File: src/rtl/vector_lane_sequencer.sv
// Sequences a masked vector op through one shared scalar ALU, one active lane per cycle.
// Masked-off lanes are skipped entirely and keep the op1 value preloaded at capture.
module vector_lane_sequencer #(
    parameter int LANES  = 4,
    parameter int LANE_W = 32,
    localparam int IDX_W = (LANES > 1) ? $clog2(LANES) : 1
) (
    input  logic                     clk,
    input  logic                     reset,
    input  logic                     start,
    input  logic                     flush,
    input  logic [LANES*LANE_W-1:0]  op1,
    input  logic [LANES*LANE_W-1:0]  op2,
    input  logic [3:0]               alu_control_in,
    input  logic [LANES-1:0]         lane_mask,
    output logic [LANE_W-1:0]        alu_op1,
    output logic [LANE_W-1:0]        alu_op2,
    output logic [3:0]               alu_ctrl,
    input  logic [LANE_W-1:0]        alu_result,
    output logic                     stall_req,
    output logic                     done,
    output logic [LANES*LANE_W-1:0]  vec_result,
    output logic [IDX_W-1:0]         lane_idx
);

    typedef enum logic [1:0] {IDLE, RUN, DONE} state_t;
    typedef logic [LANES-1:0][LANE_W-1:0] vec_t;

    state_t             state_q, state_d;
    vec_t               op1_q, op1_d, op2_q, op2_d, res_q, res_d;
    logic [3:0]         ctrl_q, ctrl_d;
    logic [LANES-1:0]   mask_q, mask_d;
    logic [IDX_W-1:0]   idx_q, idx_d;
    logic [IDX_W:0]     nb;

    // Lowest set mask bit at or above 'from'; MSB of the result flags that one exists.
    function automatic logic [IDX_W:0] find_next(input logic [LANES-1:0] m, input int from);
        logic [IDX_W:0] r;
        r = '0;
        for (int i = LANES - 1; i >= 0; i--) begin
            if (m[i] && i >= from) r = {1'b1, IDX_W'(i)};
        end
        return r;
    endfunction

    always_comb begin
        state_d   = state_q;
        op1_d     = op1_q;
        op2_d     = op2_q;
        ctrl_d    = ctrl_q;
        mask_d    = mask_q;
        res_d     = res_q;
        idx_d     = idx_q;
        nb        = '0;
        alu_op1   = '0;
        alu_op2   = '0;
        alu_ctrl  = '0;
        stall_req = 1'b0;
        done      = 1'b0;
        case (state_q)
            IDLE: begin
                if (start && !flush) begin
                    stall_req = 1'b1;
                    op1_d     = op1;
                    op2_d     = op2;
                    ctrl_d    = alu_control_in;
                    mask_d    = lane_mask;
                    res_d     = op1;
                    nb        = find_next(lane_mask, 0);
                    idx_d     = nb[IDX_W-1:0];
                    state_d   = nb[IDX_W] ? RUN : DONE;
                end
            end
            RUN: begin
                alu_op1  = op1_q[idx_q];
                alu_op2  = op2_q[idx_q];
                alu_ctrl = ctrl_q;
                if (!flush) begin
                    stall_req    = 1'b1;
                    res_d[idx_q] = alu_result;
                    nb           = find_next(mask_q, int'(idx_q) + 1);
                    if (nb[IDX_W]) idx_d = nb[IDX_W-1:0];
                    else           state_d = DONE;
                end
            end
            DONE: begin
                done    = !flush;
                state_d = IDLE;
            end
            default: state_d = IDLE;
        endcase
        if (flush) state_d = IDLE;
        // Hazard unit must see no hold while reset is asserted, even if start is high.
        stall_req = stall_req & reset;
    end

    always_ff @(posedge clk or negedge reset) begin
        if (!reset) begin
            state_q <= IDLE;
            op1_q   <= '0;
            op2_q   <= '0;
            ctrl_q  <= '0;
            mask_q  <= '0;
            res_q   <= '0;
            idx_q   <= '0;
        end else begin
            state_q <= state_d;
            op1_q   <= op1_d;
            op2_q   <= op2_d;
            ctrl_q  <= ctrl_d;
            mask_q  <= mask_d;
            res_q   <= res_d;
            idx_q   <= idx_d;
        end
    end

    assign vec_result = res_q;
    assign lane_idx   = idx_q;

endmodule

File: config.mk
export PLATFORM = sky130hd
export DESIGN_NAME = vector_lane_sequencer
export DESIGN_NICKNAME = d
export VERILOG_FILES = /design/src/rtl/vector_lane_sequencer.sv
export SDC_FILE = /design/constraint.sdc
export NUM_CORES = 1
export LEC_CHECK = 0
export ABC_AREA = 1
export CAP_MARGIN = 0
export CELL_PAD_IN_SITES_DETAIL_PLACEMENT = 1
export CELL_PAD_IN_SITES_GLOBAL_PLACEMENT = 1
export CORE_ASPECT_RATIO = 0.5
export CORE_MARGIN = 2
export CORE_UTILIZATION = 25
export DETAILED_ROUTE_END_ITERATION = 8
export PLACE_DENSITY = 0.59
export SKIP_CTS_REPAIR_TIMING = 1
export SYNTH_ARGS = -nofsm -noshare
export SYNTH_HDL_FRONTEND = slang
export SYNTH_SLANG_ARGS = --single-unit
export TNS_END_PERCENT = 20
File: constraint.sdc
create_clock -name clk -period 1.9 [get_ports clk]
set_clock_uncertainty 0.1 [all_clocks]
set_input_delay 0.38 -clock clk [delete_from_list [all_inputs] [get_ports clk]]
set_output_delay 0.38 -clock clk [all_outputs]
set_load 0.02 [all_outputs]
## Yosys cells after proc, flatten, opt, wreduce, memory -nomap -nowiden

Index checks and enable logic that the tools add are counted.

| word-level totals | value |
|---|---|
| register bits after elaboration | 396 |
| bits in latches | 0 |
| memory bits (writable) | 0 |
| memory bits (read-only) | 0 |
| bits of input ports | 300 |
| output and inout port bits | 200 |
| logic and storage cells | 82 |
| memories kept | 0 |

| cells by class | value |
|---|---|
| add/sub/neg operators | 1 |
| multiply operators | 0 |
| divide/modulo/power cells | 0 |
| order comparisons | 6 |
| equal/unequal tests | 7 |
| shifts and indexed selects | 0 |
| mux-type cells | 38 |
| bitwise logic cells | 1 |
| reductions and logical operators | 13 |

Operators with widths:

| kind | number |
|---|---|
| 128-bit two-way mux | 2 |
| 128-bit case mux with 2 select lines | 1 |
| 32-bit two-way mux | 5 |
| 32-bit binary-select mux with 2-bit select | 2 |
| 128-bit bitwise mux | 1 |
| 32-bit demux with 2-bit select | 1 |
| 3-bit two-way mux | 12 |
| 2-bit two-way mux | 7 |
| 2-bit case mux with 2 select lines | 2 |
| 1-bit by 3-bit >= comparator with 1-bit output (first input constant) | 2 |
| 2-bit by 3-bit >= comparator with 1-bit output (first input constant) | 2 |
| 1-bit logical AND | 6 |
| 2-bit inequality test (second input constant) | 3 |
| 3-bit inequality test (second input constant) | 2 |
| 4-bit two-way mux | 1 |
| 2-bit AND reduction | 2 |
| 4-bit AND reduction | 1 |
| 2-bit by 1-bit adder with 3-bit output (second input constant) | 1 |
| 2-bit by 3-bit less-than comparator with 1-bit output (second input constant) | 1 |
| 1-bit two-way mux | 3 |
| 3-bit AND reduction | 1 |
| 2-bit by 1-bit == test with 1-bit output (second input constant) | 1 |
| 2-bit == test (second input constant) | 1 |
| 2-bit by 1-bit >= comparator with 1-bit output (second input constant) | 1 |
| other kinds (5) | 5 |

## Logic depth before layout (Yosys ltp)

| depth | value |
|---|---|
| depth in word-level cells | 12 |
| mapped depth | 9 |

## Worst setup path before layout

Ideal clock, no wire load.

| path | value |
|---|---|
| path kind | flip-flop to output port |
| start | register idx_q[1], in the netlist lane_idx[1] |
| end | output port alu_op1[22] |
| arrival time | 1.579 ns |
| data required time | 1.420 ns |
| slack | -0.159 ns |
| cell stages (with the launch flop) | 7 |
| path buffers | 1 |
| cells stage by stage | dfrtp_1 -> nand2_1 -> inv_2 -> clkbuf_1 -> nand2_1 -> nand4_1 -> and2_1 |

| on the way | value |
|---|---|
| cells in the longest elaborated chain, start to end | 3 |

Ends and longest elaborated chain:

| element | RTL line | text |
|---|---|---|
| start: declaration | 33 | `logic [IDX_W-1:0] idx_q, idx_d;` |
| start signal: assignment | 113 | `idx_q <= idx_d;` |
| 32-bit binary-select mux with 2-bit select | 75 | `alu_op1 = op1_q[idx_q];` |
| 32-bit two-way mux (not written as such) | 75 |  |
| 32-bit two-way mux | 60 | `case (state_q)` |
| end: declaration | 16 | `output logic [LANE_W-1:0] alu_op1,` |

No other way between the ends. The select of a mux whose other input is x is not followed.

## Worst setup path in the final report

| path | value |
|---|---|
| start | register idx_q[0], in the netlist lane_idx[0] |
| end | output port alu_op2[16] |

| on the way | value |
|---|---|
| cells in the longest elaborated chain, start to end | 3 |

Ends and longest elaborated chain:

| element | RTL line | text |
|---|---|---|
| 32-bit binary-select mux with 2-bit select | 76 | `alu_op2 = op2_q[idx_q];` |
| 32-bit two-way mux (not written as such) | 76 |  |
| 32-bit two-way mux | 60 |  |
| end: declaration | 17 | `output logic [LANE_W-1:0] alu_op2,` |

No other way between the ends. The select of a mux whose other input is x is not followed.

==> impl_metrics.csv <==
group,metric,value,unit
placement,placement.io_buffers,499,
sta,finalCritPeriodShare,137,%
die,die_w,388,um
yosys,syn_inst,2337,
power,power_switching,20.1,mW
global_route,grt.busiest_layer,"met2",
critical_path,slowest_stage,"dfrtp_2",
critical_path,end_kind,"primary output",
global_route,grt_pass1_vias,18800,
clock_network,cts_sinks,395,
die,rows,70,
cells_and_area,area_growth_syn_to_layout,54.6,%
sta,slew_headroom,45.9,%
outcome,violations,"setup timing",
cells_and_area,drive_gt1_share,17.0,%
die,io_pins,500,
critical_path,start_kind,"register",
cells_and_area,nets,3191,
global_route,use_met2,37.6,%
clock_network,htree_levels,2,
cells_and_area,final_cell_mix,"nand2_1 (977), clkdlybuf4s50_1 (417), dfrtp_1 (392)",
clock_network,root_buffer,"clkbuf_16",
power,p_int,28.5,mW
sta,fin_hold_ws,0.203,ns
power,switching_share,41.4,%
power,power.share.sequential,31.6,%
global_route,track_usage,21.2,%
die,core_area,73000,sq um
placement,placedCellCount,3765,
yosys,ys_ff_latch,395,
routing,avgViaCountPerCell,4.68,
cells_and_area,finalNonFillerCells,3906,
global_route,grt_pass1_wl,123,mm
cells_and_area,final_core_util,39.0,%
die,initial_utilization,25.2,%
routing,vias,18300,
yosys,synth.avg_cell_area,7.87,sq um
global_route,grt_start_max_net_pins,141,
yosys,synth_cell_types,25,
critical_path,critPathKind,"register to primary output",
die,die_area,75900,sq um
routing,drt_wl_total,87.4,mm
power,clockPowerShare,18.6,%
yosys,syn-num-nets,2637,
cells_and_area,final_common_cell,"nand2_1",
min_path,hold_path_class,"primary input to asynchronous set/reset pin",
routing,drtIter0Drc,1212,
power,total_power,48.7,mW
placement,finalWeightedCongestion,0.866,
yosys,ys_seq_area_share,53.8,%
clock_network,cts_tree,"done",
clock_network,clk_pin_slew,0.07,ns
critical_path,path_cells,"inv_2 > nor2_4 > buf_12 > buf_8 > clkbuf_16 > nand2_4 > nand4_1 > and2_4 > buf_6",
yosys,ys_warn_count,0,
sta,finalMaxSlewViolations,0,
routing,wl_per_cell,22.4,um
sta,tightest_slew,0.811,ns
job,drv_cap,0,
power,leakagePower,13.9,nW
clock_network,numCtsBuffers,42,
global_route,grt.overflow.total,0,
routing,dr.pass1.iters,5,
clock_network,insertion_delay,0.57,ns
sta,final_hold_viol_count,0,
critical_path,cp.arrival,2.13,ns
power,p_comb_share,49.8,%
placement,dp_hpwl,60.8,mm
global_route,antenna_found_initial,13,
critical_path,worstPathRequired,1.42,ns
sta,clock.fmax,383,MHz
die,fp.dieH,196,um
power,p_per_area,1710,nW/um^2
global_route,met1_usage,26.7,%
routing,drc,0,
outcome,status,"finished with violations",
power,ir_worst_vdd,0.000699,V
yosys,syn-cell-area,18400,sq um
global_route,grt_use_met3,2.95,%
critical_path,critPathMaxStageDelay,0.45,ns
sta,rsz0062_at_grt,"true",
critical_path,crit_fanout,7,
sta,finalWorstPathRequiredPeriod,2.61,ns
sta,finalSetupViolCount,278,
sta,timing.final.ws_setup,-0.712,ns
routing,ant_nets,0,
clock_network,clock_path_buffers,3,
cells_and_area,n_fill_cell,8513,
synth_stat cells, drive strengths merged:
library cell / instances / share of area (%)
buf: 96 / 2.7
nand4: 64 / 2.2
a21oi: 11 / 0.50
nor3: 1 / 0.088
nor2: 17 / 0.44
nand3: 134 / 3.6
nand2: 1079 / 22
o21ai: 132 / 3.6
dfrtp: 395 / 54
inv: 148 / 3.0
o211ai: 1 / 0.041
clkbuf: 65 / 1.4
nor4: 1 / 0.034
o22ai: 128 / 4.4
and2: 65 / 2.2
final cells by class:
class / instances / area (sq um) / share of cell area, %
antenna: 12 / 30.0 / 0.106
clock buffer: 59 / 1230 / 4.31
clock inverter: 16 / 236 / 0.832
inverter: 148 / 574 / 2.02
multi-input combinational: 1633 / 7890 / 27.7
sequential: 395 / 9890 / 34.8
tap: 972 / 1220 / 4.28
timing repair buffer: 671 / 7370 / 25.9
cells by family (layout without fill, tap and decap cells):
family	after synthesis	in the layout	synth area share, %
compound gates	272	272	8.51
other cells	0	12	0
simple gates	1361	1361	30.6
buf+inv	309	894	7.10
flops	395	395	53.8
worst paths after layout:
kind                              from             end  slack (ns)  cells past startpoint
max                        lane_idx[0]     alu_op2[16]       -0.71                      9
min                              reset  vec_result[74]        0.20                      3
max reg2reg                lane_idx[0]  vec_result[48]       -0.37                     11
min reg2reg                 op2_q[107]      op2_q[107]        0.37                      2
max in group asynchronous        reset  vec_result[81]        0.50                      4
min in group clk               op2[43]       op2_q[43]        0.28                      3
power by group through the flow:
stage               registers, mW  logic (mW)  clock network [mW]
global placement             15.2        20.7                   0
floorplan                    15.8        9.49                   0
CTS                          15.1        21.0                9.27
global route                 15.9        26.0                9.63
detailed placement           15.2        21.0                   0
finish                       15.4        24.2                9.04
through the flow:
| stage | instance area, sq um | setup WS [ns] | setup TNS [ns] |
|---|---|---|---|
| after global placement | 25300 | -0.600 | -153.40 |
| final | 28400 | -0.712 | -76.69 |
| after floorplan | 18400 | -0.00523 | -0.0523 |
| after CTS | 26700 | -1.24 | -121.43 |
| after detailed placement | 25300 | -0.607 | -165.87 |
| after global routing | 28400 | -0.809 | -112.42 |
per-layer routing:
layer,routed length [um],up-vias
met5,0,-
met4,2460,0
met3,2900,107
met2,44100,348
met1,38000,9215
li1,-,8601
state kept, by name (all words and copies together) (netlist names):
name / flops
mask_q: 3
lane_idx: 2
op1_q: 128
op2_q: 128
state_q: 2
ctrl_q: 4
vec_result: 128
worst max-delay path, delay by kind of cell, from the launching register on:
kind	cells	cell delay (ns)
buffers and inverters	5	0.67
AND/OR/NAND/NOR	4	0.45
flip-flops	1	0.45
Note: power is estimated with default switching activity, not from simulation.
==> RTL edit, RTL diff (same flow settings) <==
Set the parameter `LANE_W` to 28 (it was 32).
--- a/src/rtl/vector_lane_sequencer.sv
+++ b/src/rtl/vector_lane_sequencer.sv
@@ -2,7 +2,7 @@
 // Masked-off lanes are skipped entirely and keep the op1 value preloaded at capture.
 module vector_lane_sequencer #(
     parameter int LANES  = 4,
-    parameter int LANE_W = 32,
+    parameter int LANE_W = 28,
     localparam int IDX_W = (LANES > 1) ? $clog2(LANES) : 1
 ) (
     input  logic                     clk,
Ports: changed (6 resized); port bits go from 500 to 440. The function was not compared with the original's and may differ.
==> RTL edit against the original RTL <==
  * The run still ends with setup timing left
  * Sequential power down 14%
  * Count of clock-buffer cells in the layout is 2 lower
  * Design area shrank 12%
  * Synthesized cell count down 12%
  * Worst setup slack improved by 0.079 ns
  * Wire length is 17% lower
  * Fmax increased by 3.1%
  * Highest routed layer unchanged
  * Sequential cell count fell by 48
  * Total power decreased by 14%
  * Die area fell by 12%
  * Area after synthesis shrank 12%
==> RTL edit: results (changes against the original RTL) <==
critical_path:
  crit_path_end: "alu_op1[25]"
  r2r-end: "vec_result[66]"
  critical_path.max_stage_delay_ns: 0.41  # -0.04 ns
  regToRegStartpoint: "lane_idx[1]"
  r2r_setup_slack_ns: -0.13  # +0.24 ns
  arrival_ns: 2.05  # -0.08 ns
global_route:
  grt_first_pass_wirelength_mm: 103  # -16%
  grt_pass1_vias: 17000  # -9.3%
  grt_max_degree: 126  # -11%
  antenna_found_initial: 4  # -9
placed_design:
  dp_cells: 3299  # -12%
  portBuffers: 439  # -12%
  placed_area_sq_um: 22200  # -12%
  dp_hpwl_mm: 48.4  # -20%
sta:
  setup_viol: 122  # -56%
  whs_ns: 0.287  # +0.0837 ns
  fin_ws_ns: -0.633  # +0.0791 ns
  tightest_slew_ns: 0.783  # -0.0285 ns
  fin_tns_setup_ns: -38.59  # +38.10 ns
logic_synthesis:
  synth-compound-area-share: 0.0834  # -0.00178
  seq_area_frac_synth: 0.539  # +0.00102
  yosysUniqueCellTypes: 21  # -16%
  synth_cells: 2058  # -12%
  synth_fp_nets: 2322  # -12%
  yosys-top-cells-area: "dfrtp_1, nand2_1, o22ai_1"
final_layout:
  final-instance-count-excl-fill: 3414  # -13%
  final_net_count: 2811  # -12%
  drive_above_1_share: 0.157  # -0.0135
power_and_ir_drop:
  power_density_nw_per_um2: 1670  # -2.5%
  power.internal_mw: 24.3  # -15%
  comb_power_mw: 21.0  # -13%
status:
  failed_checks: "setup timing"
  run_status: "complete, but fails checks"
detailed_routing:
  detail_route.wl_per_cell_microns: 21.4  # -4.5%
  vias: 16200  # -12%
==> RTL edit: changes by cell type in the layout (fill, tap and decap cells not counted), moves of 47 or more <==
| cell | unedited run | this run |
|---|---|---|
| clkdlybuf4s50_1 | 417 | 261 |
| dfrtp_1 | 392 | 345 |
| dlymetal6s2s_1 | 9 | 112 |
| nand2_1 | 977 | 893 |
| o21ai_0 | 38 | 115 |
| o21ai_1 | 93 | 0 |
==> RTL edit: layout make-up <==
type                       count  area [sq um]
fill                        7367         38500
antenna                        4          10.0
clock inverter                 9          92.6
timing repair buffer         591          6760
multi-input combinational   1437          6730
sequential                   347          8690
tap                          837          1050
clock buffer                  57          1120
inverter                     132           510
==> RTL edit: layer usage <==
| layer | share of wire | vias to the layer above | track usage |
|---|---|---|---|
| met2 | 0.49 | 307 | 0.356 |
| met5 | 0 | - | 0 |
| met4 | 0.031 | 0 | 0.0745 |
| li1 | - | 7577 | - |
| met3 | 0.032 | 113 | 0.0264 |
| met1 | 0.45 | 8159 | 0.255 |
